<file path="config.mk">
export PLATFORM = sky130hd
export DESIGN_NAME = ysyx_22050710_wb_stage
export DESIGN_NICKNAME = d
export VERILOG_FILES = /design/src/rtl/ysyx_22050710_wb_stage.sv
export SDC_FILE = /design/constraint.sdc
export NUM_CORES = 1
export LEC_CHECK = 0
export ABC_AREA = 1
export BUFFER_PORTS_ARGS = -buffer_cell sky130_fd_sc_hd__buf_4
export CAP_MARGIN = 10
export CELL_PAD_IN_SITES_DETAIL_PLACEMENT = 1
export CELL_PAD_IN_SITES_GLOBAL_PLACEMENT = 2
export CORE_AREA = 2 2 377 379
export DETAILED_ROUTE_END_ITERATION = 7
export DIE_AREA = 0 0 379 381
export PLACE_DENSITY = 0.5
export SYNTH_ARGS = -nofsm -noshare
export SYNTH_HDL_FRONTEND = slang
export SYNTH_SLANG_ARGS = --single-unit
</file>
<file path="constraint.sdc">
create_clock -name i_clk -period 5.1 [get_ports i_clk]
set_clock_uncertainty 0.1 [all_clocks]
set_input_delay 0.765 -clock i_clk [delete_from_list [all_inputs] [get_ports i_clk]]
set_output_delay 0.765 -clock i_clk [all_outputs]
set_load 0.005 [all_outputs]
</file>
<file path="src/rtl/ysyx_22050710_wb_stage.sv">
// Write-back stage: latches the retiring instruction from the memory stage and drives
// the GPR/CSR write ports, the decode forwarding bus, the commit port and the instret counter.
module ysyx_22050710_wb_stage #(
   parameter int WORD_WD         = 64,
   parameter int PC_WD           = 64,
   parameter int INST_WD         = 32,
   parameter int GPR_ADDR_WD     = 5,
   parameter int CSR_ADDR_WD     = 12,
   parameter int MS_TO_WS_BUS_WD = 2 + GPR_ADDR_WD + CSR_ADDR_WD + 2*WORD_WD,
   parameter int BYPASS_BUS_WD   = GPR_ADDR_WD + CSR_ADDR_WD + 2*WORD_WD,
   parameter int DEBUG_BUS_WD    = INST_WD + 2*PC_WD + 1 + WORD_WD
) (
   input  logic                       i_clk,
   input  logic                       i_rst,
   output logic                       o_ws_allowin,
   input  logic                       i_ms_to_ws_valid,
   input  logic [MS_TO_WS_BUS_WD-1:0] i_ms_to_ws_bus,
   input  logic [DEBUG_BUS_WD-1:0]    i_debug_ms_to_ws_bus,
   input  logic                       i_commit_ready,
   output logic                       o_rf_wen,
   output logic [GPR_ADDR_WD-1:0]     o_rf_waddr,
   output logic [WORD_WD-1:0]         o_rf_wdata,
   output logic                       o_csr_wen,
   output logic [CSR_ADDR_WD-1:0]     o_csr_waddr,
   output logic [WORD_WD-1:0]         o_csr_wdata,
   output logic [BYPASS_BUS_WD-1:0]   o_ws_to_ds_bypass_bus,
   output logic                       o_commit_valid,
   output logic [PC_WD-1:0]           o_commit_pc,
   output logic [INST_WD-1:0]         o_commit_inst,
   output logic [PC_WD-1:0]           o_commit_dnpc,
   output logic                       o_commit_memen,
   output logic [WORD_WD-1:0]         o_commit_memaddr,
   output logic [63:0]                o_instret
);

   // ms bus field offsets, LSB first: csr_result, csr, csr_wen, gpr_result, rd, gpr_wen
   localparam int MS_CSR_RES_LSB = 0;
   localparam int MS_CSR_LSB     = MS_CSR_RES_LSB + WORD_WD;
   localparam int MS_CSR_WEN_BIT = MS_CSR_LSB + CSR_ADDR_WD;
   localparam int MS_GPR_RES_LSB = MS_CSR_WEN_BIT + 1;
   localparam int MS_RD_LSB      = MS_GPR_RES_LSB + WORD_WD;
   localparam int MS_GPR_WEN_BIT = MS_RD_LSB + GPR_ADDR_WD;

   // debug bus field offsets, LSB first: memaddr, memen, dnpc, pc, inst
   localparam int DBG_MEMADDR_LSB = 0;
   localparam int DBG_MEMEN_BIT   = DBG_MEMADDR_LSB + WORD_WD;
   localparam int DBG_DNPC_LSB    = DBG_MEMEN_BIT + 1;
   localparam int DBG_PC_LSB      = DBG_DNPC_LSB + PC_WD;
   localparam int DBG_INST_LSB    = DBG_PC_LSB + PC_WD;

   logic                       ws_valid_reg;
   logic [MS_TO_WS_BUS_WD-1:0] ms_bus_reg;
   logic [DEBUG_BUS_WD-1:0]    debug_bus_reg;
   logic [63:0]                instret_reg;
   logic [63:0]                instret_next;

   logic                       ws_ready_go;
   logic                       retire;
   logic                       gpr_wen;
   logic [GPR_ADDR_WD-1:0]     rd;
   logic [WORD_WD-1:0]         gpr_result;
   logic                       csr_wen;
   logic [CSR_ADDR_WD-1:0]     csr;
   logic [WORD_WD-1:0]         csr_result;

   assign ws_ready_go  = i_commit_ready;
   assign o_ws_allowin = !ws_valid_reg || ws_ready_go;
   assign retire       = ws_valid_reg && ws_ready_go;
   assign instret_next = instret_reg + 64'd1;

   assign gpr_wen    = ms_bus_reg[MS_GPR_WEN_BIT];
   assign rd         = ms_bus_reg[MS_RD_LSB +: GPR_ADDR_WD];
   assign gpr_result = ms_bus_reg[MS_GPR_RES_LSB +: WORD_WD];
   assign csr_wen    = ms_bus_reg[MS_CSR_WEN_BIT];
   assign csr        = ms_bus_reg[MS_CSR_LSB +: CSR_ADDR_WD];
   assign csr_result = ms_bus_reg[MS_CSR_RES_LSB +: WORD_WD];

   always_ff @(posedge i_clk) begin
      if (!i_rst) begin
         ws_valid_reg  <= 1'b0;
         ms_bus_reg    <= '0;
         debug_bus_reg <= '0;
         instret_reg   <= '0;
      end else begin
         if (o_ws_allowin) begin
            ws_valid_reg <= i_ms_to_ws_valid;
         end
         if (i_ms_to_ws_valid && o_ws_allowin) begin
            ms_bus_reg    <= i_ms_to_ws_bus;
            debug_bus_reg <= i_debug_ms_to_ws_bus;
         end
         if (retire) begin
            instret_reg <= instret_next;
         end
      end
   end

   // x0 is hardwired to zero, so its writes never reach the register file
   assign o_rf_wen    = retire && gpr_wen && (rd != '0);
   assign o_rf_waddr  = rd;
   assign o_rf_wdata  = gpr_result;
   assign o_csr_wen   = retire && csr_wen;
   assign o_csr_waddr = csr;
   assign o_csr_wdata = csr_result;

   // Forwarding is gated by ws_valid rather than retire so a stalled result still bypasses
   always_comb begin
      o_ws_to_ds_bypass_bus = '0;
      if (ws_valid_reg) begin
         if (gpr_wen) begin
            o_ws_to_ds_bypass_bus[BYPASS_BUS_WD-1 -: GPR_ADDR_WD]               = rd;
            o_ws_to_ds_bypass_bus[BYPASS_BUS_WD-GPR_ADDR_WD-1 -: WORD_WD]       = gpr_result;
         end
         if (csr_wen) begin
            o_ws_to_ds_bypass_bus[WORD_WD +: CSR_ADDR_WD] = csr;
            o_ws_to_ds_bypass_bus[0 +: WORD_WD]           = csr_result;
         end
      end
   end

   assign o_commit_valid   = retire;
   assign o_commit_inst    = debug_bus_reg[DBG_INST_LSB +: INST_WD];
   assign o_commit_pc      = debug_bus_reg[DBG_PC_LSB +: PC_WD];
   assign o_commit_dnpc    = debug_bus_reg[DBG_DNPC_LSB +: PC_WD];
   assign o_commit_memen   = debug_bus_reg[DBG_MEMEN_BIT];
   assign o_commit_memaddr = debug_bus_reg[DBG_MEMADDR_LSB +: WORD_WD];
   assign o_instret        = instret_reg;

endmodule

</file>
# ---- Word level (Yosys, flattened, before mapping)
# Index checks and enable logic that the tools add are counted.
dict set report word_totals {
  ff_bits 437
  input_bits 376
  output_inout_bits 583
  elab_cells 16
}
dict set report op_classes {
  add_sub_neg 1
  mux 3
  reduce_logical 8
}
# operator n
set ops {}
lappend ops {{145-bit two-way mux} 1}
lappend ops {{76-bit two-way mux} 1}
lappend ops {{69-bit two-way mux} 1}
lappend ops {{64-bit by 1-bit adder with 64-bit output (second input constant)} 1}
lappend ops {{1-bit logical AND} 5}
lappend ops {{5-bit nonzero test} 1}
lappend ops {{1-bit zero test} 1}
lappend ops {{1-bit logical OR} 1}

# ---- Logic depth before layout (Yosys ltp)
# Gate-level depths: netlist of run 1.
dict set report depth {
  depth_word 3
  depth_mapped 11
}

# ---- Worst setup path after synthesis of run 1
# No wires, ideal clock.
dict set report synth_path {
  path_type {input to output}
  start {input port i_commit_ready}
  end {output port o_rf_wen}
  arrival_ps 1138
  required_time_ps 4235
  setup_slack_ps 3097
  path_stages 4
  path_buffers 0
  path_cell_list {nand2_2 inv_2 o311ai_0 inv_1}
}
dict set report synth_between {
  elab_chain_cells 3
}
# element line
set synth_lines {}
lappend synth_lines {{start: declaration} 19} ;# input logic i_commit_ready,
lappend synth_lines {{1-bit logical AND} 68} ;# assign retire = ws_valid_reg && ws_ready_go;
lappend synth_lines {{net o_commit_valid} 27} ;# output logic o_commit_valid,
lappend synth_lines {{1-bit logical AND (2 in series)} 99} ;# assign o_rf_wen = retire && gpr_wen && (rd != '0);
lappend synth_lines {{end: declaration} 20} ;# output logic o_rf_wen,
# The timed path passes the listed nets, and every way through them passes these cells.

# ---- Worst setup path in the final report of run 1
dict set report layout_path {
  start {register ws_valid_reg}
  end {output port o_ws_to_ds_bypass_bus[122]}
}
dict set report layout_between {
  elab_chain_cells 1
}
# element line
set layout_lines {}
lappend layout_lines {{start: declaration} 51} ;# logic ws_valid_reg;
lappend layout_lines {{start signal: assignment} 86} ;# ws_valid_reg <= i_ms_to_ws_valid;
lappend layout_lines {{145-bit two-way mux} 109} ;# if (ws_valid_reg) begin
lappend layout_lines {{end: declaration} 26} ;# output logic [BYPASS_BUS_WD-1:0] o_ws_to_ds_bypass_bus,
# No other way between the ends.

==> results.sh, run 1 <==
export IMPL_antenna_left=0
export IMPL_synth_cell_area_um2=18190
export IMPL_syn_nets=2909
export IMPL_htree_levels=3
export IMPL_design_core_area_um2=140600
export IMPL_cts_buffers=67
export IMPL_run_status="finished clean"
export IMPL_seq_area_frac_synth_pct=48.10
export IMPL_least_margin_pin_slew_ns=0.9523
export IMPL_crit_path_start_kind="flop"
export IMPL_routabilityCongestion=0.8445
export IMPL_cp_slowest_cell="sky130_fd_sc_hd__dfxtp_1"
export IMPL_post_cts_resized_instances=0
export IMPL_dr_pass1_iters=5
export IMPL_layout_area_seq_um2=8748
export IMPL_post_dp_hpwl_um=87650
export IMPL_crit_path_max_fanout=46
export IMPL_number_of_vias_after_detailed_routing=18980
export IMPL_crit_path_max_incr_delay_ns=0.57
export IMPL_cp_cell_sequence="nand2_4 -> buf_4 -> nor2_1 -> buf_4"
export IMPL_dominant_cells_by_area_after_synthesis="sky130_fd_sc_hd__dfxtp_1 (48%), sky130_fd_sc_hd__nor2_1 (16%), sky130_fd_sc_hd__o21ai_0 (11%), sky130_fd_sc_hd__buf_4 (6.0%), sky130_fd_sc_hd__a21oi_1 (4.5%)"
export IMPL_detail_route_wl_per_cell_um=21.41
export IMPL_vias_per_cell=3.624
export IMPL_final_layout_size_suffix_gt1_share_pct=32.88
export IMPL_fill_cells=17080
export IMPL_max_clock_freq_mhz=286.0
export IMPL_first_global_vias=19180
export IMPL_setup_tns_final_ns=0
export IMPL_timing_hold_violations_final=0
export IMPL_library_cell_with_the_highest_instance_count_after_synthesis="sky130_fd_sc_hd__nor2_1"
export IMPL_timing_final_crit_period_ns=3.496
export IMPL_detail_route_drc_violations=0
export IMPL_max_vdd_drop_v=0.0001806
export IMPL_die_width_um=379
export IMPL_synth_edff_count=0
export IMPL_post_synth_xor_area_fraction_pct=0.9150
export IMPL_cts_tree="built"
export IMPL_insertion_delay_ns=0.66
export IMPL_cts_hold_fix_buffers=0
export IMPL_clk_pin_slew_ns=0.06
export IMPL_initialDrtViolationCount=586
export IMPL_dominant_combinational_cell_family_by_area_after_synthesis="simple AND/OR/NAND/NOR gates"
export IMPL_syn_mean_instance_area_um2=7.183
export IMPL_share_of_cell_area_taken_by_muxes_after_synthesis_pct=0
export IMPL_layout_worst_path_cycle_share_pct=68.55
export IMPL_nets=3663
export IMPL_critical_path_required_ns=4.24
export IMPL_slew_limit_headroom_pct=36.51
export IMPL_timing_worst_setup_path_type="flop to primary output"
export IMPL_synth_compound_area_share_pct=15.36
export IMPL_flip_flop_and_latch_count_after_synthesis=437
export IMPL_p_leak_uw=0.01258
export IMPL_top_level_ports=959
export IMPL_cts_buffer_depth=3
export IMPL_pwrdens_nw_per_um2=347.1
export IMPL_reg2reg_depth=5
export IMPL_synth_simple_gate_area_share_pct=21.88
export IMPL_slew_viol_final=0
export IMPL_endpoint_kind="primary output"
export IMPL_start_util_pct=12.94
export IMPL_grt_pass1_wl_um=151900
export IMPL_grt_antenna_before_repair=46
export IMPL_routed_wirelength_um=112100
export IMPL_area_growth_pct=56.95
export IMPL_yosys_warnings=0
export IMPL_tritoncts_num_sinks=437
export IMPL_largest_register_ffs=225
export IMPL_fp_dieH_um=381
export IMPL_root_buffer="sky130_fd_sc_hd__clkbuf_16"
export IMPL_track_usage_pct=14.92
export IMPL_synth_adder_area_share_pct=0.06880
export IMPL_multi_input_comb_area_um2=6974
export IMPL_cpMostUsedCell="sky130_fd_sc_hd__buf_4"
export IMPL_synth_common_cells="sky130_fd_sc_hd__nor2_1 (763), sky130_fd_sc_hd__dfxtp_1 (437), sky130_fd_sc_hd__o21ai_0 (383)"
export IMPL_critPathArrivalTime_ns=2.63
export IMPL_synth_area_leader_cell="sky130_fd_sc_hd__dfxtp_1"
export IMPL_yosys_most_used_dff="sky130_fd_sc_hd__dfxtp_1"
export IMPL_drv_cap=0
export IMPL_count_of_distinct_cell_types_in_the_synthesized_netlist=30
export IMPL_grt_setup_unrepaired="no"
export IMPL_share_of_the_synthesized_area_in_the_top_cell_type_pct=48.10
export IMPL_postCtsSetupBuffers=0
export IMPL_worst_hold_slack_ns=0.2542
export IMPL_number_of_core_rows=138
export IMPL_synth_async_reset_ratio_pct=0
export IMPL_fp_dieArea_um2=144400
export IMPL_grt_max_degree=219
export IMPL_numPortBuffers=958
export IMPL_min_delay_path_depth=3
export IMPL_syn_instance_count=2532
export IMPL_hold_class="primary input to flop"
export IMPL_grt_overflow_total=0
export IMPL_setup_violations_final=0
==> kinds of logic (layout without fill, tap and decap cells) <==
group,Yosys count,in the layout
flops,437,437
fa+ha+maj,1,1
buf+inv,506,1310
compound gates,555,555
xor+xnor,19,19
other cells,0,12
simple gates,1014,1014
==> metrics by stage <==
step,util (%),cell area (µm²),std cells,total power (µW),worst slack (ns)
finish,20.31,28540,5238,9906,1.604
global route,20.30,28520,5231,10440,1.439
CTS,20.29,28510,5226,10200,1.420
detailed placement,18.72,26310,5107,5256,1.815
global placement,18.72,26310,5107,5249,1.852
floorplan,-,18190,2532,4411,3.097
==> critical path, delay by kind of cell (launching register included) <==
family                 cells  cell delay (ns)
and+or+nand+nor            2             0.79
DFF                        1             0.57
buffers and inverters      2             0.56
==> layer usage <==
| metal | up-vias | wire, µm | track usage [%] |
|---|---|---|---|
| li1 | 9370 | - | - |
| met1 | 8776 | 45830 | 17.17 |
| met2 | 600 | 51720 | 24.07 |
| met3 | 172 | 11100 | 6.894 |
| met4 | 62 | 3104 | 5.401 |
| met5 | - | 398 | 0 |
==> cells in the final DEF (no fill, tap or decap), drive strengths merged, types with 16 or more instances in the layout <==
cell    netlist  layout
buf         188     975
o21ai       384     384
a21oi       165     165
xor2         16      16
nand3        30      30
nand2       180     180
nor2        773     773
inv         213     217
clkbuf      102     104
dfxtp       437     437
==> worst paths after layout <==
check	startpoint	endpoint	slack (ns)
max reg2reg	ws_valid_reg	ms_bus_reg[144]	2.37
max	ws_valid_reg	o_ws_to_ds_bypass_bus[122]	1.60
min reg2reg	ms_bus_reg[104]	ms_bus_reg[104]	0.37
min	i_debug_ms_to_ws_bus[16]	debug_bus_reg[16]	0.25
==> cell type report <==
class	count	area share, %
Sequential cell	437	30.65
Timing Repair Buffer	975	25.93
Multi-Input combinational cell	1589	24.43
Tap cell	1890	8.285
Clock buffer	104	7.031
Inverter	216	2.867
Clock inverter	15	0.6926
Antenna cell	12	0.1052
==> power by group <==
part           switching [µW]  internal [µW]
clock network            1910           2860
registers                 134           3650
logic                     717            627
total                    2760           7140
Power figures use the tool's default switching activity.
==> run 2: changes to the inputs <==
--- a/config.mk
+++ b/config.mk
@@ -10,10 +10,10 @@
 export CAP_MARGIN = 10
 export CELL_PAD_IN_SITES_DETAIL_PLACEMENT = 1
 export CELL_PAD_IN_SITES_GLOBAL_PLACEMENT = 2
-export CORE_AREA = 2 2 377 379
+export CORE_AREA = 2 2 370 372
 export DETAILED_ROUTE_END_ITERATION = 7
-export DIE_AREA = 0 0 379 381
-export PLACE_DENSITY = 0.5
+export DIE_AREA = 0 0 372 374
+export PLACE_DENSITY = 0.52
 export SYNTH_ARGS = -nofsm -noshare
 export SYNTH_HDL_FRONTEND = slang
 export SYNTH_SLANG_ARGS = --single-unit
==> constraint.sdc (replaced) <==
create_clock -name i_clk -period 3.34 [get_ports i_clk]
set_clock_uncertainty 0.1 [all_clocks]
set_input_delay 0.501 -clock i_clk [delete_from_list [all_inputs] [get_ports i_clk]]
set_output_delay 0.501 -clock i_clk [all_outputs]
set_load 0.005 [all_outputs]
==> run 2 against run 1 <==
  * Via count rose by 7.1%
  * Largest cell class is now non-clock buffers
  * Die area fell by 3.7%
  * First-iteration DRC count rose by 40%
  * Hold slack worse by 0.19 ns
  * Register-to-register slack worse by 1.5 ns
  * Flip-flop and latch count stayed put
  * Clock power up 63%
==> results.sh, run 2 (synthesis gave the netlist of run 1 again) <==
export IMPL_run_status="finished clean"
export IMPL_dr_pass1_iters=5
export IMPL_grt_max_degree=143
export IMPL_largest_register_ffs=225
export IMPL_fp_dieH_um=374
export IMPL_top_level_ports=959
export IMPL_number_of_vias_after_detailed_routing=20330
export IMPL_insertion_delay_ns=0.64
export IMPL_number_of_core_rows=135
export IMPL_nets=3983
export IMPL_start_util_pct=13.48
export IMPL_postCtsSetupBuffers=0
export IMPL_finalWorstSetupSlack_ns=0.3232
export IMPL_setup_tns_final_ns=0
export IMPL_worst_r2r_startpoint="ws_valid_reg"
export IMPL_p_leak_uw=0.01402
export IMPL_critPathArrivalTime_ns=2.42
export IMPL_timing_final_crit_period_ns=3.017
export IMPL_cts_buffer_depth=3
export IMPL_max_clock_freq_mhz=331.5
export IMPL_slew_viol_final=0
export IMPL_timing_hold_violations_final=0
export IMPL_worst_hold_slack_ns=0.06767
export IMPL_die_width_um=372
export IMPL_crit_path_max_fanout=54
export IMPL_min_delay_worst_endpoint="ms_bus_reg[32]"
export IMPL_clk_pin_slew_ns=0.06
export IMPL_drv_cap=0
export IMPL_layout_commonest_cell="sky130_fd_sc_hd__buf_4"
export IMPL_vias_per_cell=3.734
export IMPL_timing_worst_setup_path_type="flop to primary output"
export IMPL_post_cts_resized_instances=0
export IMPL_placement_setup_worst_slack_ns=0.6614
export IMPL_routabilityCongestion=0.8280
export IMPL_area_growth_pct=74.84
export IMPL_crit_path_start_kind="flop"
export IMPL_grt_antenna_before_repair=35
export IMPL_grt_pass1_wl_um=157600
export IMPL_grt_setup_unrepaired="no"
export IMPL_max_vdd_drop_v=0.0003355
export IMPL_cts_buffers=66
export IMPL_final_cell_mix="sky130_fd_sc_hd__buf_4 (979), sky130_fd_sc_hd__nor2_1 (763), sky130_fd_sc_hd__dfxtp_1 (437), sky130_fd_sc_hd__o21ai_0 (383), sky130_fd_sc_hd__dlygate4sd3_1 (306)"
export IMPL_tritoncts_num_sinks=437
export IMPL_detail_route_drc_violations=0
export IMPL_layout_worst_path_cycle_share_pct=90.32
export IMPL_design_core_area_um2=135000
export IMPL_root_buffer="sky130_fd_sc_hd__clkbuf_16"
export IMPL_cts_tree="built"
export IMPL_setup_violations_final=0
export IMPL_layout_area_seq_um2=8748
export IMPL_routed_wirelength_um=114100
export IMPL_placed_area_um2=26330
export IMPL_min_delay_path_depth=3
export IMPL_grt_overflow_total=0
export IMPL_track_usage_pct=15.80
export IMPL_r2r_end="debug_bus_reg[195]"
export IMPL_timing_critical_path_from="ws_valid_reg"
export IMPL_hold_class="primary input to flop"
export IMPL_pwrdens_nw_per_um2=502.6
export IMPL_fill_cells=16230
export IMPL_holdCritStartpoint="i_ms_to_ws_bus[32]"
export IMPL_first_global_vias=21040
export IMPL_numPortBuffers=958
export IMPL_least_margin_pin_slew_ns=0.6543
export IMPL_htree_levels=3
export IMPL_reg2reg_depth=5
export IMPL_antenna_left=0
export IMPL_postLayoutCellArea_um2=31800
export IMPL_fp_dieArea_um2=139100
export IMPL_setup_reg_to_reg_worst_slack_ns=0.83
export IMPL_initialDrtViolationCount=818
export IMPL_detail_route_wl_per_cell_um=20.95
export IMPL_multi_input_comb_area_um2=6974
export IMPL_endpoint_kind="primary output"
export IMPL_post_dp_hpwl_um=90210
export IMPL_final_layout_size_suffix_gt1_share_pct=30.66
export IMPL_slew_limit_headroom_pct=56.38
export IMPL_critical_path_required_ns=2.74
run 2: changes by cell type in the layout (fill, tap and decap cells not counted), sizes merged:
cell / before / now
bufinv: 3 / 11
buf: 975 / 990
clkbuf: 104 / 87
diode: 12 / 8
clkinvlp: 1 / 5
dlygate4sd3: 0 / 306
clkinv: 10 / 14
run 2: timing repair:
item                                   4_1_cts  5_1_grt
setup endpoints to repair                    0        0
endpoints found under the hold margin      306        0
hold buffers                               306        0
run 2: cell type report:
cell class	instances	share of cell area [%]
well taps	1781	7.008
diodes	8	0.06296
clock buffers	87	5.820
inverters	216	2.573
clock inverters	31	1.665
multi-input cells	1589	21.93
flip-flops and latches	437	27.51
repair buffers	1296	33.42
run 2: layer usage:
| metal | track usage, % | wire [µm] | vias up |
|---|---|---|---|
| li1 | - | - | 10000 |
| met5 | 0 | 276 | - |
| met4 | 6.292 | 4784 | 44 |
| met1 | 18.40 | 46530 | 9459 |
| met3 | 6.388 | 9938 | 193 |
| met2 | 25.61 | 52570 | 638 |
run 2: critical path, stage by stage (launching register included):
cell and delay, ns:
sky130_fd_sc_hd__dfxtp_1 0.60, sky130_fd_sc_hd__nand2_4 0.28, sky130_fd_sc_hd__buf_4 0.39, sky130_fd_sc_hd__nor2_1 0.32, sky130_fd_sc_hd__buf_4 0.17
run 2: how the worst max path moves through the flow:
stage	end	slack [ns]
floorplan	o_ws_to_ds_bypass_bus[134]	1.62
global placement	debug_bus_reg[195]	0.70
detailed placement	debug_bus_reg[195]	0.66
CTS	o_ws_to_ds_bypass_bus[116]	0.12
global route	o_ws_to_ds_bypass_bus[116]	0.07
finish	o_ws_to_ds_bypass_bus[116]	0.32
run 2: power breakdown:
part	switching [µW]	total [µW]	leakage (µW)	internal, µW
clock	2970	7770	0.00115	4800
sequential	209	5790	0.00362	5580
combinational	1220	2430	0.00925	1210
total	4390	16000	0.0140	11600
run 2: per-stage QoR:
step	std cells	utilization, %	power, µW
final	5445	23.56	15980
after global routing	5443	23.56	16810
after CTS	5437	23.55	16400
after detailed placement	5013	19.51	8068
after global placement	5013	19.51	8056
after floorplan	2532	-	6735
